`src/rtl/reg_arb_pkg.sv`:
```
// Shared types and helpers for the register write arbiter.
package reg_arb_pkg;

    typedef enum logic {
        IDLE  = 1'b0,
        ISSUE = 1'b1
    } arb_state_t;

    localparam int unsigned LOCK_MAX = 4;
    localparam int unsigned MAX_NREG = 64;

    // One-hot decode of a register address; all zero when addr is outside the bank.
    function automatic logic [MAX_NREG-1:0] onehot_dec(input logic [31:0] addr,
                                                       input int unsigned nreg);
        onehot_dec = '0;
        if (addr < nreg) begin
            onehot_dec[addr[5:0]] = 1'b1;
        end
    endfunction

endpackage

```
`src/rtl/reg_write_arbiter_if.sv`:
```
// Requester-side and register-bank-side signals of reg_write_arbiter.
// The lock port exists only when REG_ARB_LOCK_EN is defined.
interface reg_write_arbiter_if #(
    parameter int unsigned NREQ = 4,
    parameter int unsigned NREG = 8,
    parameter int unsigned DW   = 1
);
    localparam int unsigned AW = (NREG > 1) ? $clog2(NREG) : 1;

    logic [NREQ-1:0]    req;
    logic [NREQ*AW-1:0] addr;
    logic [NREQ*DW-1:0] data;
`ifdef REG_ARB_LOCK_EN
    logic [NREQ-1:0]    lock;
`endif
    logic [NREQ-1:0]    ack;
    logic [NREG-1:0]    ld;
    logic [DW-1:0]      wdata;
    logic               err;
    logic               busy;

    modport master (
`ifdef REG_ARB_LOCK_EN
        output lock,
`endif
        output req, addr, data,
        input  ack, ld, wdata, err, busy
    );

    modport slave (
`ifdef REG_ARB_LOCK_EN
        input  lock,
`endif
        input  req, addr, data,
        output ack, ld, wdata, err, busy
    );

endinterface

```
`src/rtl/reg_write_arbiter_rr_picker.sv`:
```
// Combinational round-robin search: first eligible index at or after ptr.
module rr_picker #(
    parameter int unsigned NREQ = 4,
    localparam int unsigned IW  = (NREQ > 1) ? $clog2(NREQ) : 1
) (
    input  logic [NREQ-1:0] elig,
    input  logic [IW-1:0]   ptr,
    output logic            found,
    output logic [IW-1:0]   idx
);

    int unsigned cand;

    // Walk from the farthest offset down so the nearest eligible index wins.
    always_comb begin
        found = 1'b0;
        idx   = '0;
        cand  = 0;
        for (int i = NREQ - 1; i >= 0; i--) begin
            cand = (32'(ptr) + 32'(i)) % NREQ;
            if (elig[IW'(cand)]) begin
                found = 1'b1;
                idx   = IW'(cand);
            end
        end
    end

endmodule

```
`src/rtl/reg_write_arbiter.sv`:
```
// Round-robin arbiter sharing the load port of a register bank between requesters.
// Optional burst lock with bounded run length is enabled by REG_ARB_LOCK_EN.
module reg_write_arbiter
    import reg_arb_pkg::*;
#(
    parameter int unsigned NREQ = 4,
    parameter int unsigned NREG = 8,
    parameter int unsigned DW   = 1
) (
    input  logic               clk,
    input  logic               rst_n,
    reg_write_arbiter_if.slave bus
);

    localparam int unsigned AW = (NREG > 1) ? $clog2(NREG) : 1;
    localparam int unsigned IW = (NREQ > 1) ? $clog2(NREQ) : 1;

    arb_state_t        state, state_nx;
    logic [IW-1:0]     ptr, ptr_nx, ptr_inc_c;
    logic [NREQ-1:0]   elig_c;
    logic              found_c;
    logic [IW-1:0]     win_c;
    logic [AW-1:0]     win_addr_c;
    logic [DW-1:0]     win_data_c;
    logic [NREQ-1:0]   ack_c;
    logic [NREG-1:0]   ld_c;
    logic              err_c;

`ifdef REG_ARB_LOCK_EN
    localparam int unsigned CW = $clog2(LOCK_MAX + 1);
    logic [CW-1:0] cnt, cnt_nx, run_c;
    logic [IW-1:0] cap_idx;

    // A locked requester stays eligible through its own ack cycle.
    assign elig_c = bus.req & ~(bus.ack & ~bus.lock);
    assign run_c  = (cap_idx == win_c) ? cnt + CW'(1) : CW'(1);
`else
    assign elig_c = bus.req & ~bus.ack;
`endif

    rr_picker #(.NREQ(NREQ)) u_picker (
        .elig  (elig_c),
        .ptr   (ptr),
        .found (found_c),
        .idx   (win_c)
    );

    assign ptr_inc_c = (32'(win_c) == NREQ - 1) ? '0 : win_c + IW'(1);

    // Winner's address/data mux.
    always_comb begin
        win_addr_c = '0;
        win_data_c = '0;
        for (int k = 0; k < NREQ; k++) begin
            if (IW'(k) == win_c) begin
                win_addr_c = bus.addr[k*AW +: AW];
                win_data_c = bus.data[k*DW +: DW];
            end
        end
    end

    // Next-cycle output values.
    always_comb begin
        ack_c = '0;
        ld_c  = '0;
        err_c = 1'b0;
        if (found_c) begin
            ack_c[win_c] = 1'b1;
            ld_c         = NREG'(onehot_dec(32'(win_addr_c), NREG));
            err_c        = (32'(win_addr_c) >= NREG);
        end
    end

    // Next state and pointer.
    always_comb begin
        state_nx = state;
        ptr_nx   = ptr;
`ifdef REG_ARB_LOCK_EN
        cnt_nx   = '0;
`endif
        case (state)
            IDLE:    state_nx = found_c ? ISSUE : IDLE;
            ISSUE:   state_nx = found_c ? ISSUE : IDLE;
            default: state_nx = IDLE;
        endcase
        if (found_c) begin
            ptr_nx = ptr_inc_c;
`ifdef REG_ARB_LOCK_EN
            if (bus.lock[win_c] && (32'(run_c) < LOCK_MAX)) begin
                ptr_nx = win_c;
                cnt_nx = run_c;
            end
`endif
        end
    end

    always_ff @(posedge clk or negedge rst_n) begin
        if (!rst_n) begin
            state     <= IDLE;
            ptr       <= '0;
            bus.ack   <= '0;
            bus.ld    <= '0;
            bus.wdata <= '0;
            bus.err   <= 1'b0;
            bus.busy  <= 1'b0;
`ifdef REG_ARB_LOCK_EN
            cnt       <= '0;
            cap_idx   <= '0;
`endif
        end else begin
            state     <= state_nx;
            ptr       <= ptr_nx;
            bus.ack   <= ack_c;
            bus.ld    <= ld_c;
            bus.wdata <= found_c ? win_data_c : '0;
            bus.err   <= err_c;
            bus.busy  <= (state_nx == ISSUE);
`ifdef REG_ARB_LOCK_EN
            cnt       <= cnt_nx;
            if (found_c) begin
                cap_idx <= win_c;
            end
`endif
        end
    end

endmodule
```
`src/flat_wrapper.sv`:
```
// flat-port wrapper written by rule: the top's interface ports become plain ports
module reg_write_arbiter_flat import reg_arb_pkg::*;
#(
    parameter int unsigned NREQ = 4,
    parameter int unsigned NREG = 8,
    parameter int unsigned DW   = 1
)
  (clk, rst_n, bus_req, bus_addr, bus_data, bus_ack, bus_ld, bus_wdata, bus_err, bus_busy);
  reg_write_arbiter_if #(.NREQ(NREQ), .NREG(NREG), .DW(DW)) bus_i ();
  input  logic clk;
  input  logic rst_n;
  input wire logic [$bits(bus_i.req)-1:0] bus_req;
  input wire logic [$bits(bus_i.addr)-1:0] bus_addr;
  input wire logic [$bits(bus_i.data)-1:0] bus_data;
  output wire logic [$bits(bus_i.ack)-1:0] bus_ack;
  output wire logic [$bits(bus_i.ld)-1:0] bus_ld;
  output wire logic [$bits(bus_i.wdata)-1:0] bus_wdata;
  output wire logic [$bits(bus_i.err)-1:0] bus_err;
  output wire logic [$bits(bus_i.busy)-1:0] bus_busy;
  assign bus_i.req = bus_req;
  assign bus_i.addr = bus_addr;
  assign bus_i.data = bus_data;
  assign bus_ack = bus_i.ack;
  assign bus_ld = bus_i.ld;
  assign bus_wdata = bus_i.wdata;
  assign bus_err = bus_i.err;
  assign bus_busy = bus_i.busy;
  reg_write_arbiter #(.NREQ(NREQ), .NREG(NREG), .DW(DW)) u_core (.clk(clk), .rst_n(rst_n), .bus(bus_i));
endmodule
```
`config.mk`:
```
export PLATFORM = sky130hd
export DESIGN_NAME = reg_write_arbiter_flat
export DESIGN_NICKNAME = d
export VERILOG_FILES = /design/src/rtl/reg_arb_pkg.sv /design/src/rtl/reg_write_arbiter_if.sv /design/src/rtl/reg_write_arbiter_rr_picker.sv /design/src/rtl/reg_write_arbiter.sv /design/src/flat_wrapper.sv
export SDC_FILE = /design/constraint.sdc
export NUM_CORES = 1
export LEC_CHECK = 0
export CORE_AREA = 2 2 53 55
export CTS_BUF_LIST = sky130_fd_sc_hd__clkbuf_16
export CTS_CLUSTER_SIZE = 25
export DETAILED_ROUTE_END_ITERATION = 7
export DIE_AREA = 0 0 55 57
export PLACE_DENSITY = 0.79
export SYNTH_ARGS = -nofsm -noshare
export SYNTH_HDL_FRONTEND = slang
export SYNTH_SLANG_ARGS = --single-unit
```
`constraint.sdc`:
```
create_clock -name clk -period 2.3 [get_ports clk]
set_input_delay 0.46 -clock clk [delete_from_list [all_inputs] [get_ports clk]]
set_output_delay 0.46 -clock clk [all_outputs]
set_load 0.03 [all_outputs]
```
==> results.toml, run 1 <==
[status]
status = "complete, no violations"

[detailed_routing]
drt_drc_violations_left = 0
dr_total_vias = 848
detail_route.wl_per_cell_um = 14.64
dr_iter_0_viols = 6
drt_first_pass_iters = 4
drt-total-wl_um = 2459
antenna_left = 0
vias_per_cell = 5.048

[layout]
final_core_util_pct = 63.83
fillerInstances = 211
design.final.nets = 164
area.sequential_um2 = 401.6
final_cells = 168
final_layout_size_suffix_gt1_share_pct = 40.15
multi_input_area_um2 = 688.2
synthToLayoutAreaGrowth_pct = 80.27
final_cell_mix = "sky130_fd_sc_hd__clkdlybuf4s50_1 (31), sky130_fd_sc_hd__dfrtp_1 (15), sky130_fd_sc_hd__buf_4 (14)"
num_antenna_cells = 0
final_common_cell = "sky130_fd_sc_hd__clkdlybuf4s50_1"

[floorplanning]
die_area_um2 = 3135
std_cell_rows = 19
start_util_pct = 35.41
ioPinCount = 37
die_w_um = 55
fp.dieH_um = 57
core-area_um2 = 2615

[grt]
global_route_wire_length_before_repair_um = 4008
antenna_violations_before_repair = 0
first_global_vias = 892
overflow = 0
grt_usage_pct = 17.62
grt_start_max_net_pins = 17

[min_path]
hold_depth = 1
hold_path_class = "reg -> reg"

[sta]
timing_worst_slew_pin_value_ns = 0.7073
fmaxAchievable_mhz = 435.5
fin_ws_ns = 0.003624
skew_ns = 0.0007328
final_max_slew_viol_count = 0
hold_violations = 0
rsz_0062_raised_after_global_routing = "yes"
period_needed_ns = 2.296
slew_headroom_pct = 52.70
finalCritPeriodShare_pct = 99.84
hold_ws_ns = 0.6084
setup_failing_eps_final = 0

[critical_path]
critPathMaxFanout = 5
worstPathRequired_ns = 2.46
worstPathArrival_ns = 2.45
crit_type = "reg -> reg"
type_of_origin_of_the_critical_path = "register"
worst_r2r_path_depth = 9
worstSetupEndpointType = "register"

[placed_design]
dpl_worst_slack_ns = -0.4402
post-place-cells = 161
io_buffers = 35
hpwl_um = 1668
gp_congestion = 0.8468

[clock_tree]
clock_tree.root_cell = "sky130_fd_sc_hd__clkbuf_16"
path_clk_slew_ns = 0.05
number_of_buffers_on_the_longest_clock_path = 2
cts_tree = "yes"
worstSkewPairLatency_ns = 0.24
htreeDepth = 1
tritoncts.num_buffers = 3
cts.sinks = 16

[power_and_ir_drop]
p_total_mw = 2.634
power_density_nw_per_um2 = 1578
ir_drop_mv = 0.9197
static-leakage-power_nw = 0.7077

[logic_synthesis]
synth_cells = 87
synth.ff_latch_count = 16
synth_cell_types = 35
mappedNetlistNets = 113
per_instance_average_area_after_synthesis_um2 = 10.64
syn_std_cell_area_um2 = 925.9
yosysSeqAreaShare_pct = 43.24
synthesis.yosys.warnings = 0

[run]
maxCapViolCount = 0
-- power breakdown --
group          internal [mW]  switching (mW)
Sequential             0.381          0.0552
Clock                  0.230          0.0997
Combinational          0.902           0.966
-- critical path: stages, from the launching register on --
cell,delay [ns]
sky130_fd_sc_hd__dfrtp_2,0.39
sky130_fd_sc_hd__and2b_1,0.21
sky130_fd_sc_hd__nor2_1,0.05
sky130_fd_sc_hd__o31a_1,0.35
sky130_fd_sc_hd__or2_4,0.29
sky130_fd_sc_hd__ha_4,0.19
sky130_fd_sc_hd__nor3b_4,0.15
sky130_fd_sc_hd__a221o_1,0.29
sky130_fd_sc_hd__nand2b_4,0.18
sky130_fd_sc_hd__nor3_2,0.13
-- worst paths after layout --
| kind | from | endpoint | slack [ns] |
|---|---|---|---|
| worst max-delay path | u_core.bus.ack[1] | u_core.bus.ld[5] | 0.004 |
| worst min-delay path | u_core.ptr[0] | u_core.ptr[0] | 0.61 |
| worst max register to register | u_core.bus.ack[1] | u_core.bus.ld[5] | 0.004 |
| worst min register to register | u_core.ptr[0] | u_core.ptr[0] | 0.61 |
| max in group asynchronous | rst_n | u_core.bus.ack[1] | 1.16 |
| min in group asynchronous | rst_n | u_core.bus.wdata | 0.65 |
-- synth_stat cells (all sizes together) --
library cell	count	share of area (%)
and3	1	0.68
a22oi	1	0.81
nand3b	1	2.2
nor2	5	2.0
inv	3	1.2
a31oi	1	0.68
nand4b	1	1.6
o21ai	5	2.7
nand2b	7	5.5
o221a	2	3.4
o221ai	3	4.2
nor3	8	6.5
a21o	1	0.81
buf	3	3.2
or2	2	1.4
nor3b	1	0.81
and2	4	2.7
o31a	1	0.95
conb	1	0.41
a21oi	2	1.1
a211oi	1	1.4
and2b	1	0.81
a221o	1	1.1
dfrtp	16	43
nor2b	1	0.68
nand3	1	0.54
nand2	8	3.2
o211ai	1	0.81
ha	4	5.4
-- flip-flops by register name (all words and copies together) (netlist names) --
name              count
u_core.bus.ack        4
u_core.bus.wdata      1
u_core.ptr            2
u_core.bus.busy       1
u_core.bus.ld         8
-- timing repair --
action	CTS	global route
setup endpoints to repair	9	8
pin swaps	6	12
gates resized for setup	27	15
hold buffers	0	0
setup buffers	3	0
-- routing by layer --
layer / share of wire [%] / vias to the layer above / global-route usage (%)
li1: - / 405 / -
met1: 36 / 400 / 18.29
met2: 56 / 37 / 32.31
met3: 5.7 / 6 / 3.141
met4: 2.1 / 0 / 8.711
met5: 0 / - / 0
-- stage by stage --
stage	area [um^2]	setup TNS, ns
2_1_floorplan	932.1	0
3_3_place_gp	1374	-3.075
3_5_place_dp	1374	-3.707
4_1_cts	1580	0
5_1_grt	1669	-0.2888
6_report	1669	0
-- layout make-up --
type / count / share of cell area (%)
clock buffer: 3 / 4.498
timing repair buffer: 49 / 26.99
multi-input combinational: 65 / 41.23
tap: 31 / 2.324
inverter: 3 / 0.6747
clock inverter: 1 / 0.2249
sequential: 16 / 24.06
-- logic make-up after synthesis --
logic type | after synthesis | share of synthesized area, %
and+or+nand+nor | 41 | 28.65
AOI/OAI and AO/OA | 19 | 17.84
DFF | 16 | 43.24
buffers and inverters | 6 | 4.460
adders and majority gates | 4 | 5.406
other | 1 | 0.4050
(Power assumes the default switching activity.)
==> run 2: changes to the inputs <==
Settings changed: CAP_MARGIN from default to 20, CORE_AREA 2 2 53 55 to 10 10 61 63, DIE_AREA 0 0 55 57 to 0 0 71 73.
Clock period 2.3 ns to 1.9 ns, I/O delays scaled along.
==> run 2 against run 1 <==
  * The run now ends with setup timing left
  * Die area is 65% higher
  * Wire length is 8.2% higher
  * Via count is 2.1% higher
  * Clock skew is 0.0046 ns higher
  * Non-clock buffer count is 2 higher
  * Sequential power is 19% higher
  * Setup slack worse by 0.38 ns
  * Largest power group unchanged
  * Highest routed layer unchanged
==> results.toml, run 2 (same netlist as run 1, synthesis figures left out) <==
[status]
status = "complete, but fails checks"
violations_in_the_final_reports = "setup timing"

[power_and_ir_drop]
p_seq_share_pct = 16.6
p_sw_share_pct = 41.99
pwr-share-comb_pct = 70.4
total_switching_power_mw = 1.318
p_total_mw = 3.138
share_clk_of_total_power_pct = 13.0
internal_power_mw = 1.820
ir_drop_mv = 1.081
power_density_nw_per_um2 = 1894
static-leakage-power_nw = 0.7073

[layout]
final_cell_mix = "sky130_fd_sc_hd__clkdlybuf4s50_1 (31), sky130_fd_sc_hd__buf_4 (14), sky130_fd_sc_hd__dfrtp_1 (14)"
fillerInstances = 220
num_antenna_cells = 0
largest_reg_flops = 8
final_common_cell = "sky130_fd_sc_hd__clkdlybuf4s50_1"
area.sequential_um2 = 402.9
multi_input_area_um2 = 651.9
final_core_util_pct = 63.35
design_area_um2 = 1657
regMostFlops = "u_core.bus.ld"
synthToLayoutAreaGrowth_pct = 78.92
final_layout_size_suffix_gt1_share_pct = 42.45
reg.largest.list = "u_core.bus.ld x8, u_core.bus.ack x4, u_core.ptr x2"
design.final.nets = 166

[clock_tree]
path_clk_slew_ns = 0.05
htreeDepth = 1
tritoncts.num_buffers = 3
cts.sinks = 16
clock_tree.root_cell = "sky130_fd_sc_hd__clkbuf_16"
worstSkewPairLatency_ns = 0.25
cts_tree = "yes"
number_of_buffers_on_the_longest_clock_path = 2
cts_hold_buffers = 0

[floorplanning]
start_util_pct = 35.41
fp.dieH_um = 73
die_w_um = 71
core-area_um2 = 2615
std_cell_rows = 19
die_area_um2 = 5183
ioPinCount = 37

[placed_design]
hpwl_um = 1981
dpl_worst_slack_ns = -0.7694
io_buffers = 35
placed_cell_area_um2 = 1424
gp_congestion = 0.9476

[sta]
hold_violations = 0
fin_ws_ns = -0.3810
rsz_0062_raised_after_global_routing = "yes"
hold_ws_ns = 0.4427
final_max_slew_viol_count = 0
setup_failing_eps_final = 10
skew_ns = 0.005317
period_needed_ns = 2.281
finalCritPeriodShare_pct = 120.1
fmaxAchievable_mhz = 438.4

[critical_path]
worst_r2r_path_depth = 9
reg2reg_to = "u_core.bus.ld[4]"
critPathMaxStageDelay_ns = 0.42
critical_path.startpoint = "u_core.bus.ack[1]"
type_of_origin_of_the_critical_path = "register"
critical_path_cell_by_cell = "and2b_2 > nor2_2 > o31a_1 > or2_4 > ha_4 > a211oi_2 > a221o_1 > nand2_2 > nor3_1"
worstPathRequired_ns = 2.06
critPathMaxFanout = 5
reg2reg_from = "u_core.bus.ack[1]"
worstSetupEndpointType = "register"
crit_type = "reg -> reg"
worst_path_max_delay_cell = "sky130_fd_sc_hd__dfrtp_2"
worstPathArrival_ns = 2.44
regToRegSetupSlack_ns = -0.38

[detailed_routing]
detail_route.wl_per_cell_um = 15.65
drt_drc_violations_left = 0
drt_first_pass_iters = 4
dr_total_vias = 866
antenna_left = 0
dr_iter_0_viols = 26
drt-total-wl_um = 2661
vias_per_cell = 5.094

[run]
maxCapViolCount = 0

[grt]
overflow = 0
antenna_violations_before_repair = 0
global_route_wire_length_before_repair_um = 4140
first_global_vias = 952
grt_usage_pct = 9.659
grt_start_max_net_pins = 17

[min_path]
hold_path_class = "in -> async"
## run 2: area by class of cell
type	instances	area share, %
multi-input combinational	65	39.35
timing repair buffer	51	28.55
sequential	16	24.32
clock buffer	3	4.532
tap	31	2.341
inverter	3	0.6798
clock inverter	1	0.2266
## run 2: worst max-delay path by stage
| stage | endpoint | slack [ns] | cells past startpoint |
|---|---|---|---|
| after floorplan | u_core.bus.ld[3] | -0.29 | 9 |
| after global placement | u_core.bus.ld[7] | -0.66 | 10 |
| after detailed placement | u_core.bus.ld[2] | -0.77 | 10 |
| after CTS | u_core.bus.ld[5] | -0.36 | 9 |
| after global routing | u_core.bus.ld[4] | -0.48 | 9 |
| final | u_core.bus.ld[4] | -0.38 | 9 |
## run 2: timing repair
action / in CTS / in global routing
endpoints found under the hold margin: 0 / 0
pin swaps: 6 / 2
setup buffers: 1 / 3
gates cloned: 0 / 0
resized for setup: 17 / 18
setup endpoints to repair: 12 / 10
## run 2: metrics by stage
stage          std cells  setup TNS [ns]
2_1_floorplan         87          -2.352
3_3_place_gp         162          -6.732
3_5_place_dp         162          -7.786
4_1_cts              167          -2.936
5_1_grt              170          -3.922
6_report             170          -3.174
## run 2: power groups by stage
stage / logic [mW] / clock network [mW] / registers (mW)
2_1_floorplan: 1.11 / 0 / 0.680
3_3_place_gp: 1.75 / 0 / 0.512
3_5_place_dp: 1.80 / 0 / 0.518
4_1_cts: 1.92 / 0.418 / 0.519
5_1_grt: 2.35 / 0.429 / 0.529
6_report: 2.21 / 0.408 / 0.520
## run 2: critical path, delay by kind of cell (launching register included)
kind	cells	cell delay [ns]
compound gates	3	0.67
fa+ha+maj	1	0.18
flops	1	0.42
simple gates	5	0.92
## run 2: layer usage
metal,vias to the layer above,wire length [um],global-route usage (%)
met5,-,0,0
li1,409,-,-
met2,43,1257,16.72
met3,9,232,3.265
met1,405,1044,8.662
met4,0,127,9.247
==> run 3: changes to the inputs <==
Settings changed: SLEW_MARGIN from default to 30.
==> results of run 3 <==
No change in the layout: final DEF, timing and power equal those of run 2.
